--- src/rtl/dmem_access_sequencer.sv ---
// Memory-stage sequencer: issues one req/ack data-memory access per load/store and freezes the pipeline meanwhile.
// Latency: aligned access takes IDLE + WAIT(1..TIMEOUT) + DONE cycles; a misaligned access takes IDLE + DONE.
// Backpressure: StallM holds the upstream pipeline while the access is pending; the memory side holds off via DMAck.
module dmem_access_sequencer #(
   parameter int TIMEOUT = 16,
   parameter int CNT_W   = 32
) (
   input  logic             CLK,
   input  logic             RSTN,
   input  logic             MtoRFSelM,
   input  logic             DMWEM,
   input  logic [31:0]      ALUOutM,
   input  logic [31:0]      DMdinM,
   input  logic             DMAck,
   input  logic [31:0]      DMRData,
   output logic             DMReq,
   output logic             DMWE,
   output logic [31:0]      DMAddr,
   output logic [31:0]      DMWData,
   output logic             StallM,
   output logic [31:0]      ReadDataM,
   output logic             ReadValidM,
   output logic             AlignErr,
   output logic             BusErr,
   output logic [CNT_W-1:0] StallCount
);

   typedef enum logic [1:0] {
      IDLE = 2'd0,
      WAIT = 2'd1,
      DONE = 2'd2
   } state_t;

   // Last WAIT-cycle count value before the access is abandoned.
   localparam logic [7:0] TO_LAST = 8'(TIMEOUT - 1);

   state_t     state;
   state_t     state_nxt;
   logic [7:0] wait_cnt;
   logic       access;
   logic       misaligned;
   logic       timeout_hit;
   logic       stall_raw;
   logic       issue;
   logic       reject;
   logic       ack_take;
   logic       abort;

   // A store wins when both load and store are flagged, so access only needs the OR.
   assign access      = MtoRFSelM | DMWEM;
   assign misaligned  = |ALUOutM[1:0];
   assign timeout_hit = (wait_cnt == TO_LAST);

   // Event decode shared by the state machine and the datapath registers.
   assign issue    = (state == IDLE) && access && !misaligned;
   assign reject   = (state == IDLE) && access && misaligned;
   assign ack_take = (state == WAIT) && DMAck;
   assign abort    = (state == WAIT) && !DMAck && timeout_hit;

   // State register.
   always_ff @(posedge CLK or negedge RSTN) begin
      if (!RSTN) begin
         state <= IDLE;
      end else begin
         state <= state_nxt;
      end
   end

   // Next-state and combinational stall; ack beats timeout in the same cycle.
   always_comb begin
      state_nxt = state;
      stall_raw = 1'b0;
      case (state)
         IDLE: begin
            stall_raw = access;
            if (access) begin
               state_nxt = misaligned ? DONE : WAIT;
            end
         end
         WAIT: begin
            stall_raw = 1'b1;
            if (DMAck || timeout_hit) begin
               state_nxt = DONE;
            end
         end
         DONE: begin
            state_nxt = IDLE;
         end
         default: begin
            state_nxt = IDLE;
         end
      endcase
   end

   // Stall is forced low during reset even though the inputs may still show an access.
   assign StallM = RSTN & stall_raw;

   // Request side: latch address/data/direction on issue, hold through WAIT, drop on ack or abort.
   always_ff @(posedge CLK or negedge RSTN) begin
      if (!RSTN) begin
         DMReq    <= 1'b0;
         DMWE     <= 1'b0;
         DMAddr   <= 32'd0;
         DMWData  <= 32'd0;
         wait_cnt <= 8'd0;
      end else if (issue) begin
         DMReq    <= 1'b1;
         DMWE     <= DMWEM;
         DMAddr   <= ALUOutM;
         DMWData  <= DMdinM;
         wait_cnt <= 8'd0;
      end else if (state == WAIT) begin
         wait_cnt <= wait_cnt + 8'd1;
         if (ack_take || abort) begin
            DMReq <= 1'b0;
            DMWE  <= 1'b0;
         end
      end
   end

   // Response side: single-cycle status pulses land in DONE; load data persists until the next load.
   always_ff @(posedge CLK or negedge RSTN) begin
      if (!RSTN) begin
         ReadDataM  <= 32'd0;
         ReadValidM <= 1'b0;
         AlignErr   <= 1'b0;
         BusErr     <= 1'b0;
      end else begin
         ReadValidM <= 1'b0;
         AlignErr   <= 1'b0;
         BusErr     <= 1'b0;
         if (reject) begin
            AlignErr  <= 1'b1;
            ReadDataM <= 32'd0;
         end else if (ack_take) begin
            // DMWE still holds the latched direction of the access being acked.
            if (!DMWE) begin
               ReadDataM  <= DMRData;
               ReadValidM <= 1'b1;
            end
         end else if (abort) begin
            BusErr    <= 1'b1;
            ReadDataM <= 32'd0;
         end
      end
   end

   // Saturating count of stalled cycles.
   always_ff @(posedge CLK or negedge RSTN) begin
      if (!RSTN) begin
         StallCount <= '0;
      end else if (stall_raw && (StallCount != {CNT_W{1'b1}})) begin
         StallCount <= StallCount + 1'b1;
      end
   end

endmodule

--- config.mk ---
export PLATFORM = sky130hd
export DESIGN_NAME = dmem_access_sequencer
export DESIGN_NICKNAME = d
export VERILOG_FILES = /design/src/rtl/dmem_access_sequencer.sv
export SDC_FILE = /design/constraint.sdc
export NUM_CORES = 1
export LEC_CHECK = 0
export BUFFER_PORTS_ARGS = -buffer_cell sky130_fd_sc_hd__buf_2
export CAP_MARGIN = 40
export CORE_MARGIN = 10
export CORE_UTILIZATION = 49
export DETAILED_ROUTE_END_ITERATION = 16
export GPL_ROUTABILITY_DRIVEN = 0
export PLACE_DENSITY = 0.8
export SYNTH_ARGS = -nofsm -noshare
export SYNTH_HDL_FRONTEND = slang
export SYNTH_SLANG_ARGS = --single-unit
export TNS_END_PERCENT = 50
--- constraint.sdc ---
create_clock -name CLK -period 2.6 [get_ports CLK]
set_input_delay 0.26 -clock CLK [delete_from_list [all_inputs] [get_ports CLK]]
set_output_delay 0.26 -clock CLK [all_outputs]
set_load 0.02 [all_outputs]
# Yosys cells after proc, flatten, opt, wreduce, memory -nomap -nowiden
# Cells that the tools add are included.
# W data, S select, Z words.
# classes
addsub	2
n_eq_ne	6
muxes	22
bitwise	2
n_reduce_logical	19
# op_table
op	count
$mux W32	4
$add A32 B1 Y32 const B	1
$ne A32 B32 Y1 const B	1
$mux W8	2
$mux W1	11
$add A8 B1 Y8 const B	1
$eq A8 B4 Y1 const B	1
$logic_and A1 B1 Y1	7
$mux W2	3
$reduce_and A2 Y1	3
$pmux W2 S2	1
$reduce_bool A2 Y1	2
$ne A3 B3 Y1 const B	1
$reduce_bool A3 Y1	1
$eq A2 B1 Y1 const B	1
$logic_not A1 Y1	2
$logic_not A2 Y1	1
$logic_or A1 B1 Y1	2
$ne A2 B1 Y1 const B	1
$ne A2 B2 Y1 const B	1
$pmux W1 S2	1
$reduce_or A2 Y1	1
$and A1 B1 Y1	1
$or A1 B1 Y1	1
# totals
reg_bits	143
in_bits	101
out_inout_bits	134
wordCells	62

# Longest topological paths before layout
# depth
word_depth	7
mapped_depth	8
ltp_nobuf	6

# Worst setup path after synthesis
# No wires, ideal clock.
# synth_path
kind	register to register
start	reg StallCount[0]
end	reg StallCount[27]
setup_ns	0.130
t_arrival_ns	1.983
required_ns	2.470
path_slack_ns	0.486
stages_incl_launch_ff	8
path_buffers	1
path_cell_list	dfrtp_1 ha_1 and3_1 and3_1 clkbuf_1 and3_1 or4_1 xnor2_1
# synth_between
elab_chain_cells	2
word_cells_on_any_way	3
cone_classes	1 x add/sub; 1 x eq/ne; 1 x reduce/logical
# synth_lines
element	line_no	rtl
from (decl)	25	output logic [CNT_W-1:0] StallCount
from (signal assigned)	153	StallCount <= StallCount + 1'b1;
branches (longest 2 deep; another with $add A32 B1 Y32)	--	
# Parallel ways; which one is timed is not known.
# A chain may end at the register's enable or synchronous reset.

# Worst setup path after layout
# layout_path
start	reg StallCount[25]
end	reg StallCount[1]
# layout_between
elab_chain_cells	2
# layout_lines
element	line_no	rtl
$ne A32 B32 Y1	152	end else if (stall_raw && (StallCount != {CNT_W{1'b1}})) begin
$logic_and A1 B1 Y1	152	
# Every way passes these cells.

==> implementation parameters <==
Parameter                              Value

Run status
  Run status ... finished, final reports clean

Drt
  Detailed-route wire length ... 15650 um
  Via count ... 4545
  Number of remaining DRC errors ... 0
  Detailed Routing Iterations Pass 1 ... 5
  WL per Instance ... 17.50 um
  Detail-routed via count per cell ... 5.084
  Remaining number of nets flagged by the antenna check after routing ... 0
  DRT iter0 DRCs ... 261

Placement
  Post-Place Setup Slack ... 0.3378 ns
  Placed insts ... 862
  HPWL after detailed placement ... 11800 um
  I/O Buffers ... 234

GRT
  First-pass GRT wire length ... 24540 um
  Global-route usage over all layers ... 18.36%
  Overall overflow remaining after global route ... 0
  Maximum number of pins on one net before global-route repair ... 144
  Via count of the first global-routing pass ... 4854
  Antenna violations before repair ... 0

Synthesis
  Cell area after synthesis ... 6016 um^2
  Leading cell type by number of instances after synthesis ... dfrtp_1
  Synthesis Warnings ... 0
  Number of unique standard cell types used by synthesis ... 38
  Sequential cell area fraction in the yosys report ... 59.48%
  Ys async rst share ... 100.0%
  Mapped Avg Cell Area ... 12.25 um^2
  Post-synth EDFFs ... 0
  Synthesized Nets ... 594
  Yosys top cell by area ... dfrtp_1
  Instance count of the mapped netlist ... 491
  Flip-flop and latch count after synthesis ... 143
  Most common library cells after synthesis ... 143 x dfrtp_1, 63 x mux2_2, 50 x nand2_1
  Synth area leaders ... dfrtp_1 59%, mux2_2 12%, mux2i_1 5.5%
  Area share of the largest cell type after synthesis ... 59.48%
  Primary flip-flop cell chosen by synthesis mapping ... dfrtp_1

Floorplan
  Starting density of the core ... 50.08%
  Boundary pin count ... 235
  Die height ... 130.8 um
  Standard-cell rows ... 40
  Core region area ... 12010 um^2
  Horizontal die dimension ... 130.8 um
  Total die area ... 17110 um^2

Worst setup path
  Crit path largest cell delay ... 0.65 ns
  CP cell instances ... nand4_1, nor4_1, nand3_1, nand2_1, mux2_2
  Setup crit start ... StallCount[25]
  Reg2Reg Capture Point ... StallCount[1]
  CP max-delay cell ... nor4_1
  Critical Path End Type ... flip-flop
  Arrival @ worst endpoint ... 2.64 ns
  Critical path peak fanout ... 6
  Reg2Reg Depth ... 5
  Critical path launch point type ... flip-flop
  Crit Reg-Reg Startpoint ... StallCount[25]
  Critical path type ... reg2reg
  R2R setup slack ... 0.25 ns
  Required @ worst endpoint ... 2.89 ns

Finish
  Area taken by multi-input logic gates ... 2240 um^2
  Fraction of layout instances using a drive strength above 1 ... 46.18%
  Post-Layout Cell Count ... 894
  FILL cells ... 923
  Utilization after layout ... 66.73%
  NumNets Final ... 838
  Antenna cells ... 0
  Layout overhead on the synthesized area ... 33.24%
  Area occupied by registers ... 3578 um^2

Hold path
  Hold Path Cell Cnt ... 2
  Endpoint of the worst hold-timing path ... BusErr
  Startpoint of the most critical hold path ... DMAck
  Type of the tightest min-delay check ... in2reg

Clock network
  Clock tree from TritonCTS ... yes
  TritonCTS buffer count ... 17
  Clock insertion delay at the later pin of the skew report ... 0.41 ns
  Post-CTS resize count ... 0
  H-tree levels ... 4
  Clock Sinks ... 143
  Reg clk slew, reported paths ... 0.06 ns
  Worst-case clock buffer depth ... 2
  Clock tree root buffer cell ... clkbuf_16

STA
  Number of hold-slack violations in the final timing report ... 0
  Setup Viol. Count Final ... 0
  Measured slew at the worst slew-check pin ... 0.7656 ns
  Max Slew Vio Count ... 0
  Maximum clock frequency ... 0.4258 GHz
  Period minus WS final ... 2.349 ns
  Final period utilization ... 90.33%
  Clock skew after layout ... 0.006578 ns
  Setup TNS ... 0 ns
  PnR worst setup slack ... 0.2515 ns
  RSZ-0062 raised after global routing ... false
  Rel. slew slack ... 48.96%

Job
  Number of max-cap violations ... 0

Power and ir drop
  Overall power of the completed layout ... 7.747 mW
  Total power per unit cell area ... 966.6 nW/um^2
  Leakage power ... 4.157 nW
  VDD IR max ... 0.5291 mV
==> sequential cells by signal, summed over array words and instances (netlist names), 2 cells and up <==
| register | count |
|---|---|
| DMAddr | 32 |
| DMWData | 32 |
| ReadDataM | 32 |
| StallCount | 32 |
| state | 2 |
| wait_cnt | 8 |
==> cell families after synthesis <==
group | count (synthesis) | synth area share [%]
flops | 143 | 59.48
xor+xnor | 36 | 5.241
fa+ha+maj | 2 | 0.4159
compound gates | 12 | 1.373
simple gates | 148 | 12.56
buf+inv | 54 | 3.640
mux | 96 | 17.28
==> worst max path at each step <==
stage                     end  cells after the start
6_report        StallCount[1]                      5
5_1_grt         StallCount[1]                      5
4_1_cts        StallCount[25]                      5
3_5_place_dp   StallCount[25]                      5
3_3_place_gp   StallCount[27]                      6
2_1_floorplan  StallCount[27]                      7
==> what timing repair did <==
item | 4_1_cts | 5_1_grt
hold endpoints to repair | 0 | 1
hold buffers | 0 | 1
endpoints found under the setup margin | 0 | 0
buffers inserted | 0 | 0
==> final cells by class <==
class / count / area share (%)
Tap cell: 147 / 2.295
Inverter: 37 / 1.733
Timing Repair Buffer: 242 / 15.94
Clock inverter: 11 / 1.748
Clock buffer: 20 / 5.698
Multi-Input combinational cell: 294 / 27.94
Sequential cell: 143 / 44.65
==> report_power, final <==
group,total (mW),internal (mW),switching [mW]
clock network,2.42,1.55,0.878
logic,2.24,0.917,1.32
registers,3.09,2.77,0.321
==> layer usage <==
metal | vias up | global-route usage (%) | part of all wire (%)
li1 | 2164 | - | -
met1 | 2160 | 20.38 | 40
met2 | 199 | 30.66 | 49
met3 | 22 | 7.333 | 9.8
met4 | 0 | 7.914 | 1.6
met5 | - | 0 | 0
==> stage by stage <==
stage                     area (um^2)  hold slack [ns]
after global routing             8015          0.02143
after global placement           7408           0.4387
after floorplan                  6016         -0.03559
final                            8015          0.03903
after detailed placement         7408           0.4479
after CTS                        8005         0.009083
==> worst max-delay path, delay by kind of cell, from the launching register on <==
kind | cells | cell delay (ns)
mux | 1 | 0.34
flops | 1 | 0.45
simple gates | 4 | 1.43
==> cells in the final DEF, fill, tap and decap left out, drive strengths merged <==
cell type,count
buf,241
dfrtp,143
mux2,63
nand2,50
inv,37
mux2i,33
xor2,23
clkbuf,20
nor2,18
nor3,15
xnor2,13
nand3,11
nor4,11
and3,10
nand4,10
nand2b,4
clkinvlp,4
clkinv,4
or3,4
a21oi,4
nor2b,4
bufinv,3
and4,3
or4,3
and2,2
o21ai,2
nor3b,2
a21o,2
ha,2
a31o,1
or2,1
o211ai,1
a31oi,1
a32o,1
dlygate4sd3,1
Note: power is estimated with default switching activity, not from simulation.
